$ cat config.mk
export PLATFORM = sky130hd
export DESIGN_NAME = step_sequencer_ctrl
export DESIGN_NICKNAME = d
export VERILOG_FILES = /design/src/rtl/step_sequencer_ctrl.sv
export SDC_FILE = /design/constraint.sdc
export NUM_CORES = 1
export LEC_CHECK = 0
export BUFFER_PORTS_ARGS = -buffer_cell sky130_fd_sc_hd__buf_2
export CORE_UTILIZATION = 45
export DETAILED_ROUTE_END_ITERATION = 12
export HOLD_SLACK_MARGIN = 0.05
export SLEW_MARGIN = 30
export SYNTH_ARGS = -nofsm -noshare
export SYNTH_HDL_FRONTEND = slang
export SYNTH_SLANG_ARGS = --single-unit
$ cat constraint.sdc
create_clock -name clk -period 7.9 [get_ports clk]
set_clock_uncertainty 0.2 [all_clocks]
set_input_delay 0.395 -clock clk [delete_from_list [all_inputs] [get_ports clk]]
set_output_delay 0.395 -clock clk [all_outputs]
set_load 0.01 [all_outputs]
$ cat src/rtl/step_sequencer_ctrl.sv
// -----------------------------------------------------------------------------
// step_sequencer_ctrl
//
// Run / pause / single-step controller for the LED state machine. Instead of
// clocking the state machine from a divided clock, this block emits a
// one-cycle advance enable (step_en) at a selectable rate, counts the steps
// it has issued and optionally stops after a programmed number of steps.
//
// Ports
//   clk         in   1      system clock, all logic on the rising edge
//   rst_a       in   1      synchronous, active-high reset
//   cmd_run     in   1      start / resume free-running steps
//   cmd_pause   in   1      hold in PAUSE, no steps
//   cmd_step    in   1      request exactly one step (IDLE / PAUSE only)
//   cmd_stop    in   1      abort to IDLE and clear step_count
//   rate_sel    in   2      step period = DIV_BASE << rate_sel
//   step_en     out  1      registered one-cycle advance pulse
//   running     out  1      high while in RUN
//   done        out  1      high while in DONE
//   step_count  out  CNT_W  steps issued since the last stop / reset
//
// Command priority within a cycle: stop > pause > run > step.
// -----------------------------------------------------------------------------
module step_sequencer_ctrl #(
    parameter int DIV_BASE  = 50_000_000,
    parameter int PRE_W     = 32,
    parameter int CNT_W     = 8,
    parameter int MAX_STEPS = 0
) (
    input  logic             clk,
    input  logic             rst_a,
    input  logic             cmd_run,
    input  logic             cmd_pause,
    input  logic             cmd_step,
    input  logic             cmd_stop,
    input  logic [1:0]       rate_sel,
    output logic             step_en,
    output logic             running,
    output logic             done,
    output logic [CNT_W-1:0] step_count
);

    typedef enum logic [1:0] {
        IDLE  = 2'd0,
        RUN   = 2'd1,
        PAUSE = 2'd2,
        DONE  = 2'd3
    } state_t;

    state_t             state_reg,      state_next;
    logic [PRE_W-1:0]   tick_cnt_reg,   tick_cnt_next;
    logic [CNT_W-1:0]   step_count_reg, step_count_next;
    logic               step_en_reg,    step_en_next;
    logic               running_reg;
    logic               done_reg;

    logic [PRE_W-1:0]   period_m1;
    logic [CNT_W-1:0]   count_inc;
    logic               issue_step;
    logic               limit_hit;

    // rate_sel is applied live; the terminal compare below is ">=" so that a
    // shorter period selected mid-count fires on the next cycle instead of
    // waiting for the prescaler to wrap.
    assign period_m1 = (PRE_W'(DIV_BASE) << rate_sel) - PRE_W'(1);
    assign count_inc = step_count_reg + CNT_W'(1);
    assign limit_hit = (MAX_STEPS != 0) && (count_inc == CNT_W'(MAX_STEPS));

    always_comb begin
        state_next      = state_reg;
        tick_cnt_next   = tick_cnt_reg;
        step_count_next = step_count_reg;
        issue_step      = 1'b0;

        if (cmd_stop) begin
            state_next      = IDLE;
            tick_cnt_next   = '0;
            step_count_next = '0;
        end else begin
            case (state_reg)
                IDLE: begin
                    // A pause in IDLE only masks the lower-priority run/step.
                    if (cmd_pause) begin
                        state_next = IDLE;
                    end else if (cmd_run) begin
                        state_next    = RUN;
                        tick_cnt_next = '0;
                    end else if (cmd_step) begin
                        issue_step = 1'b1;
                        state_next = PAUSE;
                    end
                end
                RUN: begin
                    // Pause wins even at terminal count: that step is dropped.
                    if (cmd_pause) begin
                        state_next    = PAUSE;
                        tick_cnt_next = '0;
                    end else if (tick_cnt_reg >= period_m1) begin
                        tick_cnt_next = '0;
                        issue_step    = 1'b1;
                    end else begin
                        tick_cnt_next = tick_cnt_reg + PRE_W'(1);
                    end
                end
                PAUSE: begin
                    if (cmd_pause) begin
                        state_next = PAUSE;
                    end else if (cmd_run) begin
                        // Prescaler restarts so the first step comes a full period later.
                        state_next    = RUN;
                        tick_cnt_next = '0;
                    end else if (cmd_step) begin
                        issue_step = 1'b1;
                    end
                end
                default: begin
                    // DONE: only stop or reset leave.
                    state_next = DONE;
                end
            endcase

            // Count is registered on the same edge as step_en so both are
            // visible together; the final step also lands in DONE on that edge.
            if (issue_step) begin
                step_count_next = count_inc;
                if (limit_hit) begin
                    state_next    = DONE;
                    tick_cnt_next = '0;
                end
            end
        end

        step_en_next = issue_step;
    end

    always_ff @(posedge clk) begin
        if (rst_a) begin
            state_reg      <= IDLE;
            tick_cnt_reg   <= '0;
            step_count_reg <= '0;
            step_en_reg    <= 1'b0;
            running_reg    <= 1'b0;
            done_reg       <= 1'b0;
        end else begin
            state_reg      <= state_next;
            tick_cnt_reg   <= tick_cnt_next;
            step_count_reg <= step_count_next;
            step_en_reg    <= step_en_next;
            running_reg    <= (state_next == RUN);
            done_reg       <= (state_next == DONE);
        end
    end

    assign step_en    = step_en_reg;
    assign running    = running_reg;
    assign done       = done_reg;
    assign step_count = step_count_reg;

endmodule
# After elaboration in Yosys (flattened, before gate mapping)
# Cells that the tools add are included.
dict set report word_totals {
  inputBits 8
  regBits 45
  out_inout_bits 11
  wordCells 42
}
dict set report classes {
  reduce_logical 5
  add_sub_neg 3
  n_eq_ne 6
  mux 20
  shifts 1
  magnitude_cmp 1
}
# operator n
set op_table {}
lappend op_table {{two-way mux 32 bit} 4}
lappend op_table {{case mux 32 bit (2 select lines)} 1}
lappend op_table {{adder 32 x 1 -> 32 bit, second input constant} 1}
lappend op_table {{>= comparator 32 bit} 1}
lappend op_table {{<< shifter 26 x 2 -> 32 bit, first input constant} 1}
lappend op_table {{subtractor 32 x 2 -> 32 bit, second input constant} 1}
lappend op_table {{two-way mux 2 bit} 7}
lappend op_table {{adder 8 x 1 -> 8 bit, second input constant} 1}
lappend op_table {{two-way mux 1 bit} 6}
lappend op_table {{case mux 2 bit (3 select lines)} 1}
lappend op_table {{== test 2 x 1 -> 1 bit, second input constant} 2}
lappend op_table {{== test 2 bit, second input constant} 2}
lappend op_table {{OR reduction 2 bit} 2}
lappend op_table {{AND reduction 3 bit} 1}
lappend op_table {{zero test 2 bit} 1}
lappend op_table {{!= test 2 x 1 -> 1 bit, second input constant} 1}
lappend op_table {{!= test 2 bit, second input constant} 1}
lappend op_table {{case mux 1 bit (2 select lines)} 1}
lappend op_table {{nonzero test 2 bit} 1}

# Depth between registers and ports, before layout
dict set report logic_depth {
  ltp_word 7
  depth_mapped 13
  depth_no_buf 11
}

# Worst setup path before layout
# OpenSTA, ideal clock, no wires.
dict set report synth_timing {
  path_kind {in2reg}
  startpoint {input rate_sel[0]}
  endpoint {register step_count_reg[7], in the netlist step_count[7]}
  required_ps 7628
  setup_ps 72
  n_path_buf 2
  t_arrival_ps 2626
  path_slack_ps 5003
  path_stages 13
  cell_sequence {buf_6 -> inv_1 -> nor2_1 -> inv_1 -> ha_1 -> and4_1 -> and2_1 -> nand4_2 -> a211oi_4 -> o21ai_2 -> buf_6 -> nor4_2 -> mux2i_1}
}
dict set report synth_between {
  elab_chain_cells 7
}
# element line_no
set synth_rtl {}
lappend synth_rtl {{start, declared} 36} ;# input logic [1:0] rate_sel,
lappend synth_rtl {{<< shifter 26 x 2 -> 32 bit} 65} ;# assign period_m1 = (PRE_W'(DIV_BASE) << rate_sel) - PRE_W'(1);
lappend synth_rtl {{subtractor 32 x 2 -> 32 bit} 65}
lappend synth_rtl {{>= comparator 32 bit} 98} ;# end else if (tick_cnt_reg >= period_m1) begin
lappend synth_rtl {{two-way mux 1 bit} 98}
lappend synth_rtl {{two-way mux 1 bit} 95} ;# if (cmd_pause) begin
lappend synth_rtl {{case mux 1 bit (2 select lines)} 80} ;# case (state_reg)
lappend synth_rtl {{two-way mux 1 bit} 75} ;# if (cmd_stop) begin
lappend synth_rtl {{end signal, assigned} 147} ;# step_count_reg <= step_count_next;
lappend synth_rtl {{end, declared} 52} ;# logic [CNT_W-1:0] step_count_reg, step_count_next;
# No other way between the ends. The select of a mux whose other input is x is not followed.
# A chain may end at the register's enable or synchronous reset.

# Final worst setup path
dict set report layout_timing {
  startpoint {input rate_sel[0]}
  endpoint {register tick_cnt_reg[5]}
}
dict set report layout_between {
  elab_chain_cells 6
}
# element line_no
set layout_rtl {}
lappend layout_rtl {{<< shifter 26 x 2 -> 32 bit} 65}
lappend layout_rtl {{subtractor 32 x 2 -> 32 bit} 65}
lappend layout_rtl {{>= comparator 32 bit} 98}
lappend layout_rtl {{two-way mux 32 bit} 98}
lappend layout_rtl {{two-way mux 32 bit} 95}
lappend layout_rtl {{case mux 32 bit (2 select lines)} 80}
lappend layout_rtl {{end signal, assigned} 146} ;# tick_cnt_reg <= tick_cnt_next;
lappend layout_rtl {{end, declared} 51} ;# logic [PRE_W-1:0] tick_cnt_reg, tick_cnt_next;
# No other way between the ends.

==> reports/results.ini <==
[status]
run_status=finished clean

[logic_synthesis]
yosysUniqueCellTypes=54
synth_area_leaders=dfxtp_1, ha_1, nand2_1, o21ai_0, a21oi_1
synth-main-ff-cell=dfxtp_1
ys_ff_latch=45
postSynth.asyncResetShare_pct=0
syn_area_um2=2910
synth_edf_count=0
ys_warn_count=0
seq_area_frac_synth_pct=31.0
syn_area_per_cell_um2=8.04
yosysTopAreaCellShare_pct=31.0
yosys.area.top_type=dfxtp_1
syn_inst=362

[route]
detail_route.wl_per_cell_um=14.4
drt_iter0_drc=159
drc=0
wirelength_um=6620
vias=2557
dr.pass1.iters=4
final_antenna_net_count=0
vias_per_cell=5.58

[global_routing]
gr-usage-met2_pct=29.6
grt_pass1_vias=2171
global_route.usage.met3_pct=4.07
grt_pass1_wl_um=10800
grt_usage_pct=21.1
grt-busiest-layer=met1
grt_max_degree=29
met1_usage_pct=32.6
antenna_found_initial=0
overflow=0

[die]
rows=28
start_util_pct=47.7
ios=19
core-area_um2=6100
dieWidth_um=82.4
dieArea_um2=6790
fp.dieH_um=82.4

[timing]
drv_slew=0
setup_tns_ns=0
rsz0062_at_grt=no
worst_pin_slew_ns=0.764
max_freq_mhz=279
hold_viol_final=0
period_minus_slack_ns=3.58
setup_viol=0
fin_crit_sh_pct=45.3
relSlewSlack_pct=48.9

[worst_setup_path]
end_kind=flop
worstPathCellList=buf_2 -> inv_1 -> nor2_1 -> inv_1 -> ha_1 -> and4_1 -> and2_1 -> a221oi_1 -> o211a_1 -> nand3_1 -> or3_1 -> o21ai_0
cpPeakStageDelay_ns=0.58
crit_fanout=18
r2r-start=tick_cnt_reg[26]$_SDFFE_PP0P_
reg2reg_slack_ns=4.46
critPathKind=in2reg
reg2regPathDepth=8
crit_top_cell=inv_1
start_kind=primary input
critPathArrivalTime_ns=3.61
required_ns=7.93
cp_slowest_cell=nand3_1
rr_endpoint=tick_cnt_reg[5]$_SDFFE_PP0P_

[flow_run]
cap_viol_max_count=0

[cells_and_area]
fillers=603
nets=413
largest_reg_flops=32
final_common_cell=dfxtp_1
syn_to_final_growth_pct=8.64
antenna_cells=0
drive_above_1_share_pct=11.5
final_cell_mix=dfxtp_1, nand2_1, o21ai_0

[pwr]
peakVddDrop_mv=0.0884
power_w=0.000411
power_density_nw_per_um2=130
power.leakage_nw=1.26

[min_path]
holdPathEnd=state_reg[1]$_SDFF_PP0_
hold_path.startpoint=cmd_step
worstHoldPathCells=3
hold_class=in2reg

[clocking]
cts_buffers=5
clk_pin_slew_ns=0.10
post_cts_buffers=0
cts_tree=done
clk_latency_ns=0.30
hold_buffers=0
cts_sinks=45
cts_root_buf=clkbuf_8
cts_buffer_depth=2
cts_resized=0
cts-htree-levels=2

[placed_design]
gp_congestion=0.827
dpl.hpwl_um=4940
io_buffer_count=18

[where the power goes]
| group | switching [W] | total, W | internal [W] |
|---|---|---|---|
| registers | 0.000000750 | 0.000228 | 0.000227 |
| logic | 0.0000198 | 0.0000300 | 0.0000101 |
| clock network | 0.0000891 | 0.000153 | 0.0000640 |
| total | 0.000110 | 0.000411 | 0.000302 |
[metal layers]
| metal | up-vias | wire length [um] |
|---|---|---|
| met5 | - | 0 |
| met4 | 0 | 44 |
| met3 | 4 | 242 |
| met2 | 40 | 2600 |
| met1 | 1161 | 3730 |
| li1 | 1352 | - |
[cell usage after synthesis (all sizes together) (2+ instances only)]
master and count:
dfxtp 45, nand2 42, o21ai 32, ha 23, nor2 23, a21oi 22
nand3 21, or3 16, inv 15, nor3 12, and3 10, nand4 9
and2 8, mux2i 7, a21o 6, buf 6, xor2 6, clkbuf 5
o211ai 5, xnor2 5, nand4b 4, or2 4, a211oi 3, a31oi 3
or4 3, a221oi 2, a22o 2, and4 2, conb 2, nand2b 2
nor4 2, o21a 2
[worst max path at each step]
stage                     start                            end  slack (ns)  cells after the start
floorplan           rate_sel[0]     step_count[7]$_SDFFE_PP0P_        5.00                     13
global placement    rate_sel[0]  tick_cnt_reg[17]$_SDFFE_PP0P_        4.11                     13
detailed placement  rate_sel[0]  tick_cnt_reg[20]$_SDFFE_PP0P_        4.01                     13
CTS                 rate_sel[0]  tick_cnt_reg[20]$_SDFFE_PP0P_        4.31                     13
global route        rate_sel[0]  tick_cnt_reg[17]$_SDFFE_PP0P_        3.91                     13
finish              rate_sel[0]   tick_cnt_reg[5]$_SDFFE_PP0P_        4.32                     12
[kinds of logic after synthesis]
| logic type | Yosys count | share of synthesized area (%) |
|---|---|---|
| fa+ha+maj | 23 | 9.89 |
| flops | 45 | 31.0 |
| buf+inv | 26 | 4.00 |
| mux | 7 | 2.41 |
| xor+xnor | 11 | 3.31 |
| other cells | 2 | 0.258 |
| compound gates | 86 | 19.0 |
| simple gates | 162 | 30.2 |
[area by class of cell]
cell class                 count  area, um2  share of cell area [%]
sequential                    45        901                    28.5
timing repair buffer          19       97.6                    3.09
multi-input combinational    296       1920                    60.7
clock inverter                 3       25.0                   0.791
tap                           75       93.8                    2.97
inverter                      15       56.3                    1.78
clock buffer                   5       68.8                    2.18
[critical path: cells and delay by family]
family / cells / cell delay [ns]
buf+inv: 3 / 0.36
compound gates: 3 / 0.85
fa+ha+maj: 1 / 0.26
simple gates: 5 / 1.74
[stage by stage]
stage          worst slack (ns)  instances  cell area, um2  hold slack [ns]  utilization (%)
2_1_floorplan              5.00        367            2930            0.239                -
3_3_place_gp               4.11        450            3060            0.256             50.2
3_5_place_dp               4.01        450            3070            0.261             50.3
4_1_cts                    4.31        458            3160            0.153             51.9
5_1_grt                    3.91        458            3160            0.173             51.9
6_report                   4.32        458            3160            0.164             51.9
Note: power is estimated with default switching activity, not from simulation.
